`src/rtl/pipelined_csa.sv`:
```
// Segmented carry-select adder: NSEG stages, each resolving one SEG-bit segment
// from precomputed carry-in-0/1 candidates. `PIPELINED_CSA_SUB_EN adds a sub port.
module pipelined_csa #(
  parameter int WIDTH = 64,
  parameter int SEG   = 16
) (
  input  logic             clk,
  input  logic             rst_n,
  input  logic             in_valid,
  output logic             in_ready,
  input  logic [WIDTH-1:0] a,
  input  logic [WIDTH-1:0] b,
  input  logic             c_in,
`ifdef PIPELINED_CSA_SUB_EN
  input  logic             sub,
`endif
  output logic             out_valid,
  input  logic             out_ready,
  output logic [WIDTH-1:0] sum,
  output logic             c_out,
  output logic             ovf
);
  localparam int NSEG = WIDTH / SEG;

  // Every stage carries all segment candidates; stage k consumes slot k.
  typedef struct packed {
    logic [NSEG-1:0][SEG:0] c0;
    logic [NSEG-1:0][SEG:0] c1;
    logic [WIDTH-1:0]       sum;
    logic                   cy;
    logic                   sa;
    logic                   sb;
  } stage_t;

  stage_t [NSEG-1:0] st_q, st_d;
  logic   [NSEG-1:0] vld_q, vld_d;
  stage_t            ent;
  logic [WIDTH-1:0]  b_eff;
  logic              cin_eff;
  logic              advance;

`ifdef PIPELINED_CSA_SUB_EN
  assign b_eff   = sub ? ~b : b;
  assign cin_eff = c_in ^ sub;
`else
  assign b_eff   = b;
  assign cin_eff = c_in;
`endif

  always_comb begin
    ent = '0;
    for (int s = 0; s < NSEG; s++) begin
      ent.c0[s] = {1'b0, a[s*SEG +: SEG]} + {1'b0, b_eff[s*SEG +: SEG]};
      ent.c1[s] = ent.c0[s] + (SEG+1)'(1);
    end
    ent.sum[SEG-1:0] = cin_eff ? ent.c1[0][SEG-1:0] : ent.c0[0][SEG-1:0];
    ent.cy           = cin_eff ? ent.c1[0][SEG]     : ent.c0[0][SEG];
    ent.sa           = a[WIDTH-1];
    ent.sb           = b_eff[WIDTH-1];
  end

  assign advance  = !vld_q[NSEG-1] || out_ready;
  assign in_ready = advance;

  always_comb begin
    st_d  = st_q;
    vld_d = vld_q;
    if (advance) begin
      st_d[0]  = ent;
      vld_d[0] = in_valid;
      for (int k = 1; k < NSEG; k++) begin
        st_d[k] = st_q[k-1];
        st_d[k].sum[k*SEG +: SEG] = st_q[k-1].cy ? st_q[k-1].c1[k][SEG-1:0]
                                                 : st_q[k-1].c0[k][SEG-1:0];
        st_d[k].cy = st_q[k-1].cy ? st_q[k-1].c1[k][SEG] : st_q[k-1].c0[k][SEG];
        vld_d[k]   = vld_q[k-1];
      end
    end
  end

  always_ff @(posedge clk or negedge rst_n) begin
    if (!rst_n) begin
      st_q  <= '0;
      vld_q <= '0;
    end else begin
      st_q  <= st_d;
      vld_q <= vld_d;
    end
  end

  assign out_valid = vld_q[NSEG-1];
  assign sum       = st_q[NSEG-1].sum;
  assign c_out     = st_q[NSEG-1].cy;
  assign ovf       = (st_q[NSEG-1].sa == st_q[NSEG-1].sb) &&
                     (st_q[NSEG-1].sum[WIDTH-1] != st_q[NSEG-1].sa);
endmodule

```
`config.mk`:
```
export PLATFORM = sky130hd
export DESIGN_NAME = pipelined_csa
export DESIGN_NICKNAME = d
export VERILOG_FILES = /design/src/rtl/pipelined_csa.sv
export SDC_FILE = /design/constraint.sdc
export NUM_CORES = 1
export LEC_CHECK = 0
export CELL_PAD_IN_SITES_DETAIL_PLACEMENT = 1
export CELL_PAD_IN_SITES_GLOBAL_PLACEMENT = 2
export CORE_ASPECT_RATIO = 0.6
export CORE_UTILIZATION = 38
export CTS_CLUSTER_DIAMETER = 120
export CTS_CLUSTER_SIZE = 8
export DETAILED_ROUTE_END_ITERATION = 6
export GPL_TIMING_DRIVEN = 0
export PLACE_DENSITY = 0.93
export RECOVER_POWER = 50
export SETUP_SLACK_MARGIN = 0.2
export SYNTH_ARGS = -nofsm -noshare
export SYNTH_HDL_FRONTEND = slang
export SYNTH_SLANG_ARGS = --single-unit
```
`constraint.sdc`:
```
create_clock -name clk -period 2.8 [get_ports clk]
set_input_delay 0.42 -clock clk [delete_from_list [all_inputs] [get_ports clk]]
set_output_delay 0.42 -clock clk [all_outputs]
set_load 0.03 [all_outputs]
```
==> run_results.csv, run 1 <==
group,metric,value,unit
hold_path,holdPathStages,4,
finish,nets,2749,
sta,rsz0062_at_grt,"true",
die,start_util,38.7,%
clock_network,cts_buffers,53,
setup_path,r2r_setup_slack,130,ps
setup_path,cp-end-kind,"register",
grt,grt_pass1_wl,101000,um
grt,grt_pass1_vias,17637,
clock_network,cts_root_buf,"clkbuf_16",
route,wl,67800,um
grt,grtUsageTotal,25.1,%
clock_network,cts_sinks,380,
setup_path,critPathMaxFanout,10,
synthesis,syn-num-nets,2382,
die,fp-row-count,63,
grt,grt_antenna_before_repair,2,
die,core-area,0.0496,sq mm
flow_run,maxCapViolations,0,
synthesis,synthesis.area,0.0192,sq mm
placement,hpwl,46500,um
sta,drv_slew,0,
setup_path,crit_type,"register to register",
hold_path,worstHoldPathType,"primary input to register",
synthesis,synth_edf_count,0,
power_and_ir_drop,combPwrFrac,39.7,%
power_and_ir_drop,p_clk_share,22.3,%
finish,drive_gt1_share,18.8,%
sta,fmax,0.375,GHz
synthesis,synth_top_area_cell,"dfrtp_1",
setup_path,required,3280,ps
route,via_count,16958,
sta,period_share,95.2,%
power_and_ir_drop,power_switching_share,40.1,%
synthesis,yosysMostFrequentCell,"nand2_1",
synthesis,yosys.cell_types.count,75,
sta,tightest_slew,991,ps
route,via_per_inst,5.30,
sta,finalHoldViolations,0,
hold_path,hp-start,"a[48]",
die,num_io_pins,201,
sta,finalSetupTns,0,ps
grt,grt_max_degree,107,
setup_path,cp-startpoint,"vld_q[3]$_DFFE_PN0P_",
placement,dp.cells,3030,
placement,gp_congestion,0.852,
finish,seq_area,0.00951,sq mm
grt,grt_overflow,0,
power_and_ir_drop,p_leak,12.4,nW
die,die_area,0.0514,sq mm
route,initialDrtViolationCount,1171,
synthesis,synth_top_area_share,49.6,%
setup_path,rr_worst_depth,7,
sta,skew,36.2,ps
power_and_ir_drop,p_switching,10.3,mW
setup_path,regToRegEndpoint,"st_q[108]$_DFFE_PN0P_",
finish,area_growth,35.8,%
synthesis,synthTopCellsByCount,"858 x nand2_1, 380 x dfrtp_1, 143 x o21ai_0, 95 x clkbuf_1, 79 x nor2_1",
setup_path,r2r-start,"vld_q[3]$_DFFE_PN0P_",
die,die_y,176,um
sta,period_needed,2670,ps
sta,slew_headroom,33.9,%
synthesis,yosysSeqAreaShare,49.6,%
route,drc,0,
power_and_ir_drop,seqPwrFrac,38.0,%
placement,port_buffers,200,
setup_path,cp_data_arrival_time,3140,ps
route,wire_per_inst,21.2,um
synthesis,ys_warn_count,0,
finish,instances_no_fill,3199,
clock_network,clk_pin_slew,50,ps
clock_network,htreeDepth,2,
power_and_ir_drop,irDropWorstVdd,0.000607,V
synthesis,synth-seq-cells,380,
synthesis,synthCells,2177,
clock_network,ctsLongestPathBuffers,3,
clock_network,worstSkewPairLatency,580,ps
power_and_ir_drop,p_per_area,987,mW/mm^2
power_and_ir_drop,intPower,15.4,mW
sta,finalSetupViolCount,0,
run_status,status,"complete, no violations",
hold_path,whs_endpoint,"st_q[186]$_DFFE_PN0P_",
synthesis,synth_ff_type,"dfrtp_1",
synthesis,async_flop_share,100,%
route,drtPass1Iterations,5,
synthesis,syn_area_per_cell,8.81,sq um
route,ant_nets,0,
setup_path,critPathLaunchType,"register",
finish,multi_input_area,0.0103,sq mm
die,die_w,292,um
synthesis,yosys-top-cells-area,"dfrtp_1 50%, nand2_1 17%, ha_1 4.4%",
finish,fillers,5493,
clock_network,cts_tree,"built",
## flip-flops by register name, summed over array words and instances (netlist names)
register,count
c_out,1
vld_q,4
sum,64
st_q,311
## cell families after synthesis
family          Yosys count  share of synthesized area [%]
mux                      57                           3.00
flops                   380                           49.6
simple gates           1061                           22.7
fa+ha+maj                72                           4.85
buf+inv                 185                           5.07
compound gates          318                           10.1
xor+xnor                104                           4.75
## critical path: stages (launching register included)
cell and delay [ps]:
dfrtp_1 340, nor2b_2 190, clkbuf_2 250, buf_4 260, clkbuf_1 580, clkbuf_1 640, nand2_1 150, o21ai_0 150
## power by group through the flow
| stage | sequential, mW | clock (mW) | combinational [mW] |
|---|---|---|---|
| CTS | 9.71 | 5.81 | 9.95 |
| detailed placement | 9.77 | 0 | 9.36 |
| floorplan | 9.10 | 0 | 6.00 |
| finish | 9.77 | 5.75 | 10.2 |
| global placement | 9.66 | 0 | 8.97 |
| global route | 10.0 | 6.01 | 11.1 |
## routing by layer
layer | vias up | part of all wire, % | track usage [%]
met5 | - | 0 | 0
met4 | 0 | 1.5 | 4.98
met3 | 79 | 6.7 | 5.09
met2 | 501 | 44 | 37.5
met1 | 8553 | 48 | 37.7
li1 | 7825 | - | -
## area by class of cell
| class | count | area share, % |
|---|---|---|
| Multi-Input combinational cell | 1612 | 39.5 |
| Sequential cell | 380 | 36.5 |
| Timing Repair Buffer | 312 | 11.4 |
| Clock buffer | 53 | 5.09 |
| Buffer | 167 | 3.80 |
| Tap cell | 650 | 3.12 |
| Clock inverter | 4 | 0.327 |
| Inverter | 18 | 0.259 |
| Antenna cell | 3 | 0.0288 |
## placed cells by master, fill, tap and decap left out, types with 7 or more instances in the layout
| cell | Yosys | routed |
|---|---|---|
| xnor2_1 | 48 | 27 |
| buf_6 | 1 | 17 |
| clkdlybuf4s50_1 | 0 | 68 |
| buf_4 | 64 | 167 |
| ha_4 | 0 | 31 |
| dlygate4sd3_1 | 0 | 66 |
| xor2_1 | 56 | 47 |
| o21ai_1 | 2 | 21 |
| o21ai_2 | 0 | 11 |
| nor3_1 | 20 | 14 |
| and2_1 | 9 | 7 |
| nand2_1 | 858 | 855 |
| a21oi_1 | 63 | 45 |
| o21ai_0 | 143 | 110 |
| a21oi_4 | 0 | 10 |
| a21o_1 | 15 | 14 |
| o21a_1 | 14 | 14 |
| nand3_1 | 19 | 17 |
| and3_1 | 9 | 8 |
| mux2i_1 | 53 | 53 |
| inv_1 | 18 | 18 |
| nand4_1 | 9 | 9 |
| a21oi_2 | 2 | 10 |
| ha_1 | 68 | 33 |
| xnor2_2 | 0 | 19 |
| dlygate4sd2_1 | 0 | 18 |
| dlymetal6s2s_1 | 0 | 29 |
| clkbuf_1 | 95 | 76 |
| clkbuf_16 | 0 | 53 |
| nor2_1 | 79 | 72 |
| dfrtp_1 | 380 | 380 |
| clkbuf_2 | 0 | 20 |
| a211oi_4 | 0 | 7 |
## what timing repair did
| item | 4_1_cts | 5_1_grt |
|---|---|---|
| resized for setup | 243 | 193 |
| hold buffers | 1 | 0 |
| hold endpoints to repair | 105 | 0 |
| setup buffers | 69 | 39 |
| pin swaps | 96 | 100 |
| setup endpoints to repair | 347 | 170 |
## through the flow
step | setup WS, ps | util, % | area [sq um] | hold WS [ps] | power (mW)
2_1_floorplan | -9.78 | - | 19400 | 124 | 15.1
3_3_place_gp | -14970 | 44.8 | 22200 | 442 | 18.6
3_5_place_dp | -1280 | 45.0 | 22300 | 455 | 19.1
4_1_cts | 75.6 | 50.6 | 25100 | 209 | 25.5
5_1_grt | 48.1 | 52.5 | 26100 | 231 | 27.1
6_report | 133 | 52.5 | 26100 | 224 | 25.7
## worst max-delay path by stage
stage                                 end  slack, ps
finish              st_q[108]$_DFFE_PN0P_        130
global route        st_q[115]$_DFFE_PN0P_         50
CTS                              in_ready         80
detailed placement               in_ready      -1280
global placement    st_q[531]$_DFFE_PN0P_     -14970
floorplan           st_q[134]$_DFFE_PN0P_        -10
(Power assumes the default switching activity.)
==> run 2: changes to the inputs <==
--- a/config.mk
+++ b/config.mk
@@ -9,12 +9,11 @@
 export CELL_PAD_IN_SITES_GLOBAL_PLACEMENT = 2
 export CORE_ASPECT_RATIO = 0.6
-export CORE_UTILIZATION = 38
+export CORE_UTILIZATION = 32
 export CTS_CLUSTER_DIAMETER = 120
 export CTS_CLUSTER_SIZE = 8
 export DETAILED_ROUTE_END_ITERATION = 6
 export GPL_TIMING_DRIVEN = 0
-export PLACE_DENSITY = 0.93
+export PLACE_DENSITY = 0.84
 export RECOVER_POWER = 50
-export SETUP_SLACK_MARGIN = 0.2
 export SYNTH_ARGS = -nofsm -noshare
 export SYNTH_HDL_FRONTEND = slang
==> constraint.sdc (replaced) <==
create_clock -name clk -period 2.3 [get_ports clk]
set_input_delay 0.345 -clock clk [delete_from_list [all_inputs] [get_ports clk]]
set_output_delay 0.345 -clock clk [all_outputs]
set_load 0.02 [all_outputs]
==> run 2 against run 1 <==
- the run now ends with negative setup slack left
- sequential share of layout area is 0.83 points lower
- first-iteration DRC count down 20%
- combinational power grew 18%
- total power grew 20%
- final cell count is 4.3% higher
- non-clock buffer count increased by 9
- die area is 19% higher
- wire length is 1.5% lower
==> run_results.csv, run 2 (synthesized netlist as in run 1, its figures left out) <==
group,metric,value,unit
sta,rsz0062_at_grt,"true",
route,drc,0,
run_status,failed_checks,"negative setup slack",
sta,hold_slack,127,ps
die,die_y,192,um
setup_path,cp_data_arrival_time,3010,ps
finish,largest_register_ffs,311,
placement,port_buffers,200,
sta,slew_headroom,34.0,%
finish,final_common_cell,"nand2_1",
die,num_io_pins,201,
route,wire_per_inst,20.0,um
flow_run,maxCapViolations,0,
finish,fillers,6703,
power_and_ir_drop,irDropWorstVdd,0.000680,V
sta,period_share,111,%
clock_network,ctsLongestPathBuffers,3,
die,fp-row-count,69,
run_status,status,"finished, violations left",
route,drtPass1Iterations,6,
placement,dpl_cell_area,0.0225,sq mm
grt,grt_max_degree,124,
sta,fmax,0.391,GHz
route,via_per_inst,4.97,
clock_network,cts_root_buf,"clkbuf_16",
grt,grt_overflow,0,
setup_path,crit_type,"primary input to register",
setup_path,cpPeakStageDelay,420,ps
sta,skew,19.7,ps
setup_path,cp-end-kind,"register",
die,start_util,32.4,%
sta,period_needed,2560,ps
setup_path,critPathMaxFanout,3,
finish,n_antenna_cell,0,
setup_path,critPathLaunchType,"primary input",
finish,drive_gt1_share,22.3,%
die,die_w,318,um
sta,drv_slew,0,
sta,finalSetupTns,-2840,ps
route,ant_nets,0,
clock_network,cts_tree,"built",
finish,area_growth,39.0,%
setup_path,crit_chain,"buf_6, ha_4, fa_2, a211oi_4, o21ai_2, a21oi_2, buf_4, o21ai_2, a22o_4, nor4_4, nand3_2, buf_6, nor4_2, o31ai_2",
clock_network,cts_buffers,53,
grt,grt_pass1_wl,101000,um
route,initialDrtViolationCount,931,
finish,nets,2758,
finish,final_cell_area,0.0267,sq mm
clock_network,worstSkewPairLatency,580,ps
sta,tightest_slew,989,ps
grt,grtUsageTotal,21.3,%
grt,grt_antenna_before_repair,2,
finish,layout_common_cells,"849 x nand2_1, 380 x dfrtp_1, 175 x buf_4, 106 x o21ai_0, 65 x nor2_1",
die,die_area,0.0610,sq mm
sta,finalHoldViolations,0,
finish,max_flop_register,"st_q",
power_and_ir_drop,p_per_area,1160,mW/mm^2
route,via_count,16566,
setup_path,required,2750,ps
clock_network,htreeDepth,2,
power_and_ir_drop,p_leak,12.4,nW
sta,finalSetupViolCount,49,
placement,dp_slack,-1570,ps
power_and_ir_drop,total_power,31.0,mW
grt,grt_pass1_vias,17051,
setup_path,cpMaxStageDelayCell,"fa_2",
die,core-area,0.0592,sq mm
sta,setup_slack,-256,ps
placement,hpwl,47300,um
placement,gp_congestion,0.827,
finish,multi_input_area,0.0107,sq mm
clock_network,clk_pin_slew,50,ps
finish,seq_area,0.00951,sq mm
clock_network,cts_sinks,380,
route,wl,66700,um
hold_path,worstHoldPathType,"primary input to register",
[run 2: report_power, final]
| group | internal (mW) | switching [mW] | leakage, nW | total (mW) |
|---|---|---|---|---|
| sequential | 9.81 | 2.16 | 4.60 | 12.0 |
| clock | 4.17 | 2.89 | 0.695 | 7.06 |
| combinational | 4.94 | 7.01 | 7.13 | 12.0 |
| total | 18.9 | 12.1 | 12.4 | 31.0 |
[run 2: path summary, 6_finish.rpt]
path / from / endpoint / slack [ps] / cells past startpoint
max: b[48] / st_q[134]$_DFFE_PN0P_ / -260 / 14
min: a[16] / st_q[84]$_DFFE_PN0P_ / 130 / 3
max reg2reg: vld_q[3]$_DFFE_PN0P_ / st_q[157]$_DFFE_PN0P_ / -60 / 7
min reg2reg: st_q[420]$_DFFE_PN0P_ / st_q[420]$_DFFE_PN0P_ / 460 / 2
max in group asynchronous: rst_n / st_q[175]$_DFFE_PN0P_ / 340 / 4
min in group asynchronous: rst_n / sum[52]$_DFFE_PN0P_ / 300 / 2
[run 2: worst max-delay path, delay by kind of cell]
kind                       cells  cell delay [ps]
buffers and inverters          3              400
AOI/OAI and AO/OA              6              970
and+or+nand+nor                3              700
adders and majority gates      2              580
[run 2: stage by stage]
| stage | util, % | instances |
|---|---|---|
| 2_1_floorplan | - | 2177 |
| 3_3_place_gp | 37.9 | 3158 |
| 3_5_place_dp | 38.0 | 3161 |
| 4_1_cts | 43.9 | 3301 |
| 5_1_grt | 45.0 | 3336 |
| 6_report | 45.0 | 3336 |
[run 2: timing repair]
action                     CTS  global route
gates resized for setup    427           107
cloned                       0             0
hold buffers                 1             0
hold endpoints to repair    66             0
buffers inserted            93            39
setup endpoints to repair  380            41
pin swaps                  126            89
[run 2: layer usage]
layer	GRT usage (%)	routed length, um
met2	31.3	28500
met5	0	0
met4	3.40	933
met3	2.90	2790
met1	33.2	34500
[run 2: cell type report]
type                            instances  share of cell area (%)
Buffer                                156                    3.44
Clock buffer                           53                    4.97
Clock inverter                          4                   0.361
Inverter                               18                   0.258
Multi-Input combinational cell       1612                    40.2
Sequential cell                       380                    35.7
Tap cell                              781                    3.66
Timing Repair Buffer                  332                    11.4
==> run 3: changes to the inputs <==
- CORE_MARGIN: default -> 2
==> run 3 against run 2 <==
- the flow still finishes with violations (negative setup slack)
- critical path depth is 1 lower
- sequential share of layout area up 0.23 points
- clock power decreased by 1%
- clock skew shrank 6.0 ps
- final cell count hardly changed
- non-clock buffer count increased by 1
- register-to-register slack worse by 50 ps
- setup slack lost 28 ps
- flip-flop and latch count stayed put
- die area rose by 1.7%
- wire length up 1.3%
- global-route usage down 0.21 points
- critical endpoint unchanged
==> run_results.csv, run 3 (synthesized netlist as in run 1, its figures left out) <==
group,metric,value,unit
run_status,status,"finished, violations left",
run_status,failed_checks,"negative setup slack",
die,fp-row-count,69,
setup_path,critPathMaxFanout,4,
route,initialDrtViolationCount,998,
die,num_io_pins,201,
setup_path,cp-end-kind,"register",
hold_path,hp-start,"a[16]",
flow_run,maxCapViolations,0,
route,via_per_inst,4.99,
die,die_y,194,um
power_and_ir_drop,p_switching,12.1,mW
grt,grt_overflow,0,
setup_path,r2r-start,"vld_q[3]$_DFFE_PN0P_",
route,via_count,16663,
power_and_ir_drop,p_clk_share,22.4,%
setup_path,critPathLaunchType,"primary input",
sta,skew,13.7,ps
setup_path,cp_data_arrival_time,3090,ps
grt,grt_antenna_before_repair,2,
finish,largest_register_ffs,311,
sta,period_share,112,%
finish,final_common_cell,"nand2_1",
placement,gp_congestion,0.817,
clock_network,htreeDepth,2,
power_and_ir_drop,seqPwrFrac,38.5,%
clock_network,cts_buffers,53,
clock_network,ctsLongestPathBuffers,3,
clock_network,cts_root_buf,"clkbuf_16",
finish,nets,2759,
route,drc,0,
sta,rsz0062_at_grt,"true",
setup_path,r2r_setup_slack,-110,ps
finish,area_growth,38.1,%
grt,grt_pass1_vias,17568,
route,wl,67600,um
hold_path,whs_endpoint,"st_q[84]$_DFFE_PN0P_",
finish,final_core_util,44.7,%
clock_network,clk_pin_slew,50,ps
route,wire_per_inst,20.2,um
sta,tightest_slew,1340,ps
setup_path,regToRegEndpoint,"st_q[199]$_DFFE_PN0P_",
sta,finalHoldViolations,0,
hold_path,worstHoldPathType,"primary input to register",
hold_path,holdPathStages,3,
placement,hpwl,47200,um
placement,port_buffers,200,
die,start_util,32.4,%
sta,fmax,0.387,GHz
power_and_ir_drop,combPwrFrac,39.2,%
grt,grt_max_degree,127,
power_and_ir_drop,p_per_area,1180,mW/mm^2
route,drtPass1Iterations,5,
setup_path,required,2800,ps
route,ant_nets,0,
setup_path,crit_type,"primary input to register",
clock_network,worstSkewPairLatency,590,ps
finish,drive_gt1_share,21.3,%
grt,grt_pass1_wl,103000,um
sta,finalSetupViolCount,50,
clock_network,cts_sinks,380,
placement,dpl_cell_area,0.0225,sq mm
power_and_ir_drop,p_leak,12.3,nW
power_and_ir_drop,irDropWorstVdd,0.000582,V
sta,slew_headroom,10.6,%
sta,finalSetupTns,-4070,ps
finish,max_flop_register,"st_q",
finish,layout_common_cells,"849 x nand2_1, 380 x dfrtp_1, 182 x buf_4, 121 x clkdlybuf4s50_1, 101 x o21ai_0",
setup_path,rr_worst_depth,7,
die,die_w,320,um
die,core-area,0.0592,sq mm
sta,setup_slack,-284,ps
die,die_area,0.0620,sq mm
grt,grtUsageTotal,21.1,%
sta,period_needed,2580,ps
finish,final_cell_area,0.0265,sq mm
power_and_ir_drop,power_switching_share,38.8,%
clock_network,cts_tree,"built",
sta,drv_slew,0,
power_and_ir_drop,intPower,19.1,mW
[run 3: how the worst max path moves through the flow]
stage,startpoint,depth (start not counted),endpoint,slack (ps)
final,a[48],13,st_q[134]$_DFFE_PN0P_,-280
after global routing,a[48],13,st_q[134]$_DFFE_PN0P_,-390
after floorplan,a[48],11,st_q[134]$_DFFE_PN0P_,-430
after CTS,a[48],12,st_q[134]$_DFFE_PN0P_,-280
after global placement,rst_n,1,sum[37]$_DFFE_PN0P_,-15780
after detailed placement,out_ready,8,in_ready,-1610
[run 3: timing repair]
item	CTS	global route
pin swaps	124	93
endpoints found under the setup margin	380	39
hold buffers	1	0
buffers inserted	83	50
resized for setup	382	115
endpoints found under the hold margin	65	0
[run 3: routing by layer]
metal | global-route usage (%) | vias to the layer above | wire length [um]
li1 | - | 7845 | -
met1 | 33.0 | 8369 | 34200
met2 | 30.4 | 373 | 28900
met3 | 3.68 | 76 | 3510
met4 | 3.63 | 0 | 962
met5 | 0 | - | 0
[run 3: stage by stage]
step | total power [mW] | hold slack, ps | std cells | setup slack (ps)
CTS | 30.8 | 100 | 3292 | -280
detailed placement | 22.9 | 341 | 3161 | -1610
global route | 33.0 | 120 | 3339 | -390
floorplan | 18.0 | 49.4 | 2177 | -434
global placement | 22.5 | 449 | 3158 | -15780
finish | 31.1 | 125 | 3339 | -284
[run 3: power groups by stage]
stage	sequential [mW]	clock [mW]	combinational (mW)
CTS	11.9	7.11	11.8
finish	12.0	6.97	12.2
global placement	11.9	0	10.6
global route	12.3	7.37	13.4
floorplan	11.1	0	6.90
detailed placement	11.9	0	11.0
[run 3: cell type report]
cell class | instances | area, sq um
Timing Repair Buffer | 334 | 3040
Buffer | 155 | 935
Clock inverter | 4 | 67.6
Sequential cell | 380 | 9510
Fill cell | 6751 | 32700
Multi-Input combinational cell | 1612 | 10600
Clock buffer | 53 | 1330
Tap cell | 781 | 977
Antenna cell | 2 | 5.00
Inverter | 18 | 72.6
[run 3: critical path, stage by stage]
cell	delay, ps
buf_6	100
ha_4	160
fa_2	420
a211oi_4	290
o21ai_2	130
a21oi_2	180
buf_4	150
o21ai_2	60
a22o_4	290
nor4_4	330
nand3_2	150
o31a_1	280
o31ai_2	200
